**src/rtl/conv_pkg.sv**
```systemverilog
// Shared types and arithmetic helpers for the streaming 2D convolution engine.
package conv_pkg;

  typedef enum logic [1:0] {EMPTY, LOAD, STREAM} state_t;

  // Exact accumulator width: unsigned pixel times signed weight, summed K*K times.
  function automatic int acc_width(input int dw, input int ww, input int k);
    return dw + ww + $clog2(k * k) + 1;
  endfunction

  function automatic logic [63:0] shift_clamp(input logic signed [63:0] acc,
                                              input int shift, input int dw);
    logic signed [63:0] s;
    logic signed [63:0] maxv;
    s    = acc >>> shift;
    maxv = (64'sd1 <<< dw) - 64'sd1;
    if (s < 64'sd0) return '0;
    if (s > maxv)   return maxv;
    return s;
  endfunction

endpackage

```
**src/rtl/conv_line_buffer.sv**
```systemverilog
// Raster-order pixel delay line exposing a K x K window that already includes the
// pixel being accepted this cycle, so the window completes on the accepting edge.
module conv_line_buffer #(
  parameter int DATA_WIDTH = 8,
  parameter int IMG_WIDTH  = 8,
  parameter int K          = 3
) (
  input  logic                              clock,
  input  logic                              shift_en,
  input  logic [DATA_WIDTH-1:0]             din,
  output logic [K*K-1:0][DATA_WIDTH-1:0]    win
);
  // The live input supplies tap 0, so storage only needs the older taps.
  localparam int DEPTH = (K - 1) * IMG_WIDTH + K - 1;

  logic [DEPTH-1:0][DATA_WIDTH-1:0] mem_q;

  always_ff @(posedge clock) begin
    if (shift_en) mem_q <= {mem_q[DEPTH-2:0], din};
  end

  for (genvar i = 0; i < K; i++) begin : g_row
    for (genvar j = 0; j < K; j++) begin : g_col
      localparam int D = (K - 1 - i) * IMG_WIDTH + (K - 1 - j);
      if (D == 0) begin : g_live
        assign win[i*K+j] = din;
      end else begin : g_tap
        assign win[i*K+j] = mem_q[D-1];
      end
    end
  end

endmodule

```
**src/rtl/conv2d_stream_kernel.sv**
```systemverilog
// Streaming valid-mode K x K convolution: weight-load FSM, frame counters, MAC tree,
// shift/clamp and a single output register with valid/ready handshakes.
module conv2d_stream_kernel
  import conv_pkg::*;
#(
  parameter int DATA_WIDTH   = 8,
  parameter int WEIGHT_WIDTH = 8,
  parameter int IMG_WIDTH    = 8,
  parameter int IMG_HEIGHT   = 8,
  parameter int K            = 3,
  parameter int SHIFT        = 0
) (
  input  logic                    clock,
  input  logic                    reset,
  input  logic                    weight_start,
  input  logic                    weight_valid,
  output logic                    weight_ready,
  input  logic [WEIGHT_WIDTH-1:0] weight_in,
  output logic                    weights_loaded,
  input  logic                    in_valid,
  output logic                    in_ready,
  input  logic [DATA_WIDTH-1:0]   in_pixel,
  output logic                    out_valid,
  input  logic                    out_ready,
  output logic [DATA_WIDTH-1:0]   out_pixel,
  output logic                    out_last
);
  localparam int ACC_W = acc_width(DATA_WIDTH, WEIGHT_WIDTH, K);
  localparam int NW    = K * K;
  localparam int WI_W  = $clog2(NW);
  localparam int CW    = $clog2(IMG_WIDTH);
  localparam int RW    = $clog2(IMG_HEIGHT);

  state_t                             state_q;
  logic                               reload_q;
  logic [WI_W-1:0]                    widx_q;
  logic [NW-1:0][WEIGHT_WIDTH-1:0]    w_q;
  logic [RW-1:0]                      row_q, row_d;
  logic [CW-1:0]                      col_q, col_d;
  logic                               out_valid_q, out_last_q;
  logic [DATA_WIDTH-1:0]              out_pixel_q;

  logic [NW-1:0][DATA_WIDTH-1:0]      win;
  logic signed [ACC_W-1:0]            acc;
  logic [DATA_WIDTH-1:0]              result;
  logic frame_start, out_free, accept, win_done, frame_end;

  assign frame_start = (row_q == '0) && (col_q == '0);
  assign out_free    = !out_valid_q || out_ready;
  // A pending reload parks the stream at the frame boundary.
  assign in_ready    = (state_q == STREAM) && out_free && !(reload_q && frame_start);
  assign accept      = in_valid && in_ready;
  assign win_done    = (row_q >= RW'(K - 1)) && (col_q >= CW'(K - 1));
  assign frame_end   = (row_q == RW'(IMG_HEIGHT - 1)) && (col_q == CW'(IMG_WIDTH - 1));

  assign weight_ready   = (state_q == LOAD);
  assign weights_loaded = (state_q == STREAM);
  assign out_valid      = out_valid_q;
  assign out_pixel      = out_pixel_q;
  assign out_last       = out_last_q;

  conv_line_buffer #(
    .DATA_WIDTH (DATA_WIDTH),
    .IMG_WIDTH  (IMG_WIDTH),
    .K          (K)
  ) u_lb (
    .clock    (clock),
    .shift_en (accept),
    .din      (in_pixel),
    .win      (win)
  );

  always_comb begin
    col_d = col_q;
    row_d = row_q;
    if (accept) begin
      if (col_q == CW'(IMG_WIDTH - 1)) begin
        col_d = '0;
        row_d = (row_q == RW'(IMG_HEIGHT - 1)) ? '0 : row_q + RW'(1);
      end else begin
        col_d = col_q + CW'(1);
      end
    end
  end

  always_comb begin
    acc = '0;
    for (int k = 0; k < NW; k++)
      acc = acc + ACC_W'($signed({1'b0, win[k]})) * ACC_W'($signed(w_q[k]));
  end

  assign result = DATA_WIDTH'(shift_clamp(64'(acc), SHIFT, DATA_WIDTH));

  always_ff @(posedge clock or posedge reset) begin
    if (reset) begin
      state_q     <= EMPTY;
      reload_q    <= 1'b0;
      widx_q      <= '0;
      w_q         <= '0;
      row_q       <= '0;
      col_q       <= '0;
      out_valid_q <= 1'b0;
      out_pixel_q <= '0;
      out_last_q  <= 1'b0;
    end else begin
      row_q <= row_d;
      col_q <= col_d;

      // A new result overwrites a draining one, sustaining one pixel per cycle.
      if (accept && win_done) begin
        out_valid_q <= 1'b1;
        out_pixel_q <= result;
        out_last_q  <= frame_end;
      end else if (out_ready) begin
        out_valid_q <= 1'b0;
      end

      case (state_q)
        EMPTY: if (weight_start) begin
          state_q <= LOAD;
          widx_q  <= '0;
        end
        LOAD: if (weight_valid) begin
          w_q[widx_q] <= weight_in;
          widx_q      <= widx_q + WI_W'(1);
          if (widx_q == WI_W'(NW - 1)) state_q <= STREAM;
        end
        STREAM: begin
          if (reload_q && frame_start && out_free) begin
            state_q  <= LOAD;
            reload_q <= 1'b0;
            widx_q   <= '0;
          end else if (weight_start) begin
            reload_q <= 1'b1;
          end
        end
        default: state_q <= EMPTY;
      endcase
    end
  end

endmodule

```
**config.mk**
```make
export PLATFORM = sky130hd
export DESIGN_NAME = conv2d_stream_kernel
export DESIGN_NICKNAME = d
export VERILOG_FILES = /design/src/rtl/conv_pkg.sv /design/src/rtl/conv_line_buffer.sv /design/src/rtl/conv2d_stream_kernel.sv
export SDC_FILE = /design/constraint.sdc
export NUM_CORES = 2
export LEC_CHECK = 0
export ABC_AREA = 1
export ABC_CLOCK_PERIOD_IN_PS = 7900
export CAP_MARGIN = 10
export CORE_MARGIN = 2
export CORE_UTILIZATION = 50
export DETAILED_ROUTE_END_ITERATION = 8
export HOLD_SLACK_MARGIN = 0.15
export PLACE_DENSITY_LB_ADDON = 0.15
export SLEW_MARGIN = 15
export SYNTH_ARGS = -nofsm -noshare
export SYNTH_HDL_FRONTEND = slang
export SYNTH_SLANG_ARGS = --single-unit
```
**constraint.sdc**
```tcl
create_clock -name clock -period 7.9 [get_ports clock]
set_input_delay 1.58 -clock clock [delete_from_list [all_inputs] [get_ports clock]]
set_output_delay 1.58 -clock clock [all_outputs]
set_load 0.03 [all_outputs]
```
==> flow_metrics.py <==
metrics = {
    "global_route": {
        "grt_start_max_net_pins": 77,
        "grt_pass1_wl_mm": 134,
        "grt_usage": 0.281,
        "globalRoute.totalOverflow": 0,
        "grt_antenna_before_repair": 4,
        "first_global_vias": 23000,
    },
    "clock_tree": {
        "clkLatencyLatePin_ns": 0.63,
        "cts_sinks": 239,
        "tritoncts.num_buffers": 29,
        "tritoncts": "yes",
        "number_of_levels_in_the_clock_h_tree": 1,
        "worst_setup_hold_path_clk_slew_ns": 0.07,
        "ctsLongestPathBuffers": 3,
        "ctsHoldBuffers": 0,
        "cts_root_buf": "clkbuf_16",
    },
    "final_layout": {
        "syn2layout_area_growth_pct": 12.2,
        "finished_cell_area_um2": 34900,
        "final_nets": 4424,
        "drive_gt1_frac": 0.116,
    },
    "timing": {
        "tmin_final_ns": 8.19,
        "clock_skew_ns": 0.0469,
        "timing_max_transition_violations_final": 0,
        "timing.fmax_ghz": 0.122,
        "post-route-worst-setup-slack_ns": -0.285,
        "finalSetupViolCount": 8,
        "maxSlewHeadroom": 0.218,
        "grt_setup_unrepaired": "true",
        "hold_violations": 0,
        "min_period_over_period": 1.04,
        "worst-slew-pin-transition_ns": 1.17,
    },
    "logic_synthesis": {
        "synth_fa_ha_area_frac": 0.492,
        "syn_area_per_cell_um2": 9.14,
        "synth.top_cells.by_count": "inv_1, nand2_1, fa_1",
        "synth-main-ff-cell": "edfxtp_1",
        "synth_top_cell_area_share": 0.369,
        "yosys.cell_count.top_type": "inv_1",
        "post_synth_xor_area_fraction": 0.00510,
        "synth_top_family_by_area": "adder cells",
        "synth-edff-count": 144,
        "synth_top_area_cell": "fa_1",
        "netlist_top_cells_area": "fa_1, edfxtp_1, inv_1",
        "netlist_area_um2": 31200,
        "synth_compound_area_frac": 0.0188,
        "synth_nets": 4311,
        "synth-seq-area-share": 0.215,
        "ys_warn_count": 0,
        "synth-seq-cells": 239,
        "proportion_of_synthesized_area_in_mux_cells": 0,
        "yosys.area_share.simple": 0.112,
        "asyncSetResetFlopFracSynth": 0.397,
        "cell_count_after_synthesis": 3409,
        "synth_cell_type_count": 35,
    },
    "flow_run": {
        "drv_cap": 0,
    },
    "critical_path": {
        "cpPeakStageDelay_ns": 0.60,
        "slowest_stage": "fa_1",
        "end_kind": "flop",
        "cp-start-kind": "primary input",
        "r2r_cells": 30,
        "r2r_slack_ns": -0.15,
        "critical_path_class": "primary input to flop",
        "ff_to_ff_start": "w_q[63]",
        "cp_data_arrival_time_ns": 8.69,
        "path_max_fanout": 8,
        "critical_path.most_common_cell": "nand2_1",
        "rr_endpoint": "out_pixel[2]",
        "timing.critical_path.required_ns": 8.41,
    },
    "drt": {
        "drt_iter0_markers": 1499,
        "vias": 21300,
        "detail-route-antenna-nets": 0,
        "remaining_drc_errors": 0,
        "routed_wl_mm": 86.0,
        "post_drt_wl_per_cell_um": 19.6,
        "detail_route.first_pass.iterations": 5,
        "route.detailed.vias_per_inst": 4.86,
    },
    "status": {
        "run_status": "finished, violations left",
        "failing_checks": "negative setup slack",
    },
    "floorplan": {
        "core.rowCount": 91,
        "design.die.area_um2": 64300,
        "die-height_um": 254,
        "fp.dieW_um": 254,
        "floorplan.io_pins": 35,
        "start_util": 0.505,
        "core_region_area_um2": 61700,
    },
    "placement": {
        "io_buffers": 34,
        "finalWeightedCongestion": 0.954,
        "place_ws_ns": -1.49,
        "place_area_um2": 33500,
        "place_hpwl_mm": 72.4,
    },
    "hold_path": {
        "hold_end": "u_lb.mem_q[94]",
        "hp-start": "u_lb.mem_q[86]",
        "min-delay-path-class": "flop to flop",
        "min_path_cells": 0,
    },
}
==> worst max path at each step <==
stage | start | end | slack, ns | depth (start not counted)
2_1_floorplan | in_pixel[0] | out_pixel[7] | -0.45 | 31
3_3_place_gp | in_pixel[3] | out_pixel[7] | -1.45 | 31
3_5_place_dp | in_pixel[3] | out_pixel[2] | -1.49 | 34
4_1_cts | in_pixel[2] | out_pixel[2] | -0.50 | 33
5_1_grt | in_pixel[4] | out_pixel[3] | -0.58 | 34
6_report | in_pixel[7] | out_pixel[2] | -0.29 | 31
==> per-layer routing <==
layer  track usage  vias to the layer above  routed length [um]
met4        0.0963                        0                3240
met1         0.379                    10800               36700
met2         0.478                      560               42000
li1              -                     9844                   -
met3        0.0271                      130                4140
met5             0                        -                   0
==> final cells by class <==
type                       instances  area, um^2
multi-input combinational       1870       20000
inverter                        1153        4340
tap                              837        1050
sequential                       239        6700
clock inverter                    21         269
antenna                            1        2.50
clock buffer                      33         751
timing repair buffer             229        1850
fill                            5599       26800
==> flip-flops by register name, indices dropped and copies added (netlist names) <==
| signal | cells |
|---|---|
| col_q | 3 |
| out_last | 1 |
| out_pixel | 8 |
| out_valid | 1 |
| reload_q | 1 |
| row_q | 3 |
| state_q | 2 |
| u_lb.mem_q | 80 |
| u_lb.win | 64 |
| w_q | 72 |
| widx_q | 4 |
==> cells by family (layout without fill, tap and decap cells) <==
family | after synthesis | count (layout)
adders and majority gates | 880 | 880
and+or+nand+nor | 866 | 866
DFF | 239 | 239
other | 0 | 1
AOI/OAI and AO/OA | 108 | 108
xor gates and xnor gates | 16 | 16
buffers and inverters | 1300 | 1436
==> layout by cell type, fill, tap and decap left out, types with 3 or more instances in the layout <==
master	synthesis	final
inv_1	1142	1119
nand2_1	701	663
fa_1	574	557
ha_1	306	297
buf_4	0	192
edfxtp_1	144	144
dfrtp_1	95	95
o21ai_0	84	84
nor2_1	69	59
nand2_2	6	35
clkbuf_16	0	29
clkdlybuf4s50_1	0	26
inv_2	3	25
nand4_1	23	23
nand3_1	27	21
or2_2	22	21
fa_2	0	17
a21oi_1	16	13
xnor2_1	12	12
nor2_2	4	9
nor2_4	4	9
clkinv_1	7	9
ha_4	0	9
nand2_4	0	8
nand3_2	4	8
clkinv_2	1	6
a21oi_2	2	5
bufinv_16	0	5
clkinv_4	0	3
clkbuf_1	138	3
buf_6	0	3
==> worst max-delay path, delay by kind of cell <==
family                     cells  cell delay, ns
xor gates and xnor gates       1            0.19
adders and majority gates     11            5.31
buffers and inverters          7            0.54
and+or+nand+nor               12            1.06
==> metrics by stage <==
step | std cells | setup TNS (ns) | util | hold WS (ns)
floorplan | 3409 | -3.54 | - | 0.400
global placement | 4319 | -11.43 | 0.543 | 0.401
detailed placement | 4319 | -11.77 | 0.543 | 0.405
CTS | 4384 | -3.70 | 0.564 | 0.416
global route | 4383 | -4.50 | 0.566 | 0.423
finish | 4383 | -2.19 | 0.566 | 0.411
==> timing repair <==
item                                    CTS  global route
pin swaps                                68            53
endpoints found under the setup margin    8             8
buffers inserted                         10             1
gates cloned                              1             0
gates resized for setup                  82            71
Power is not shown: default switching activity piles up to over one toggle a cycle in this logic, so the estimate is an artifact.
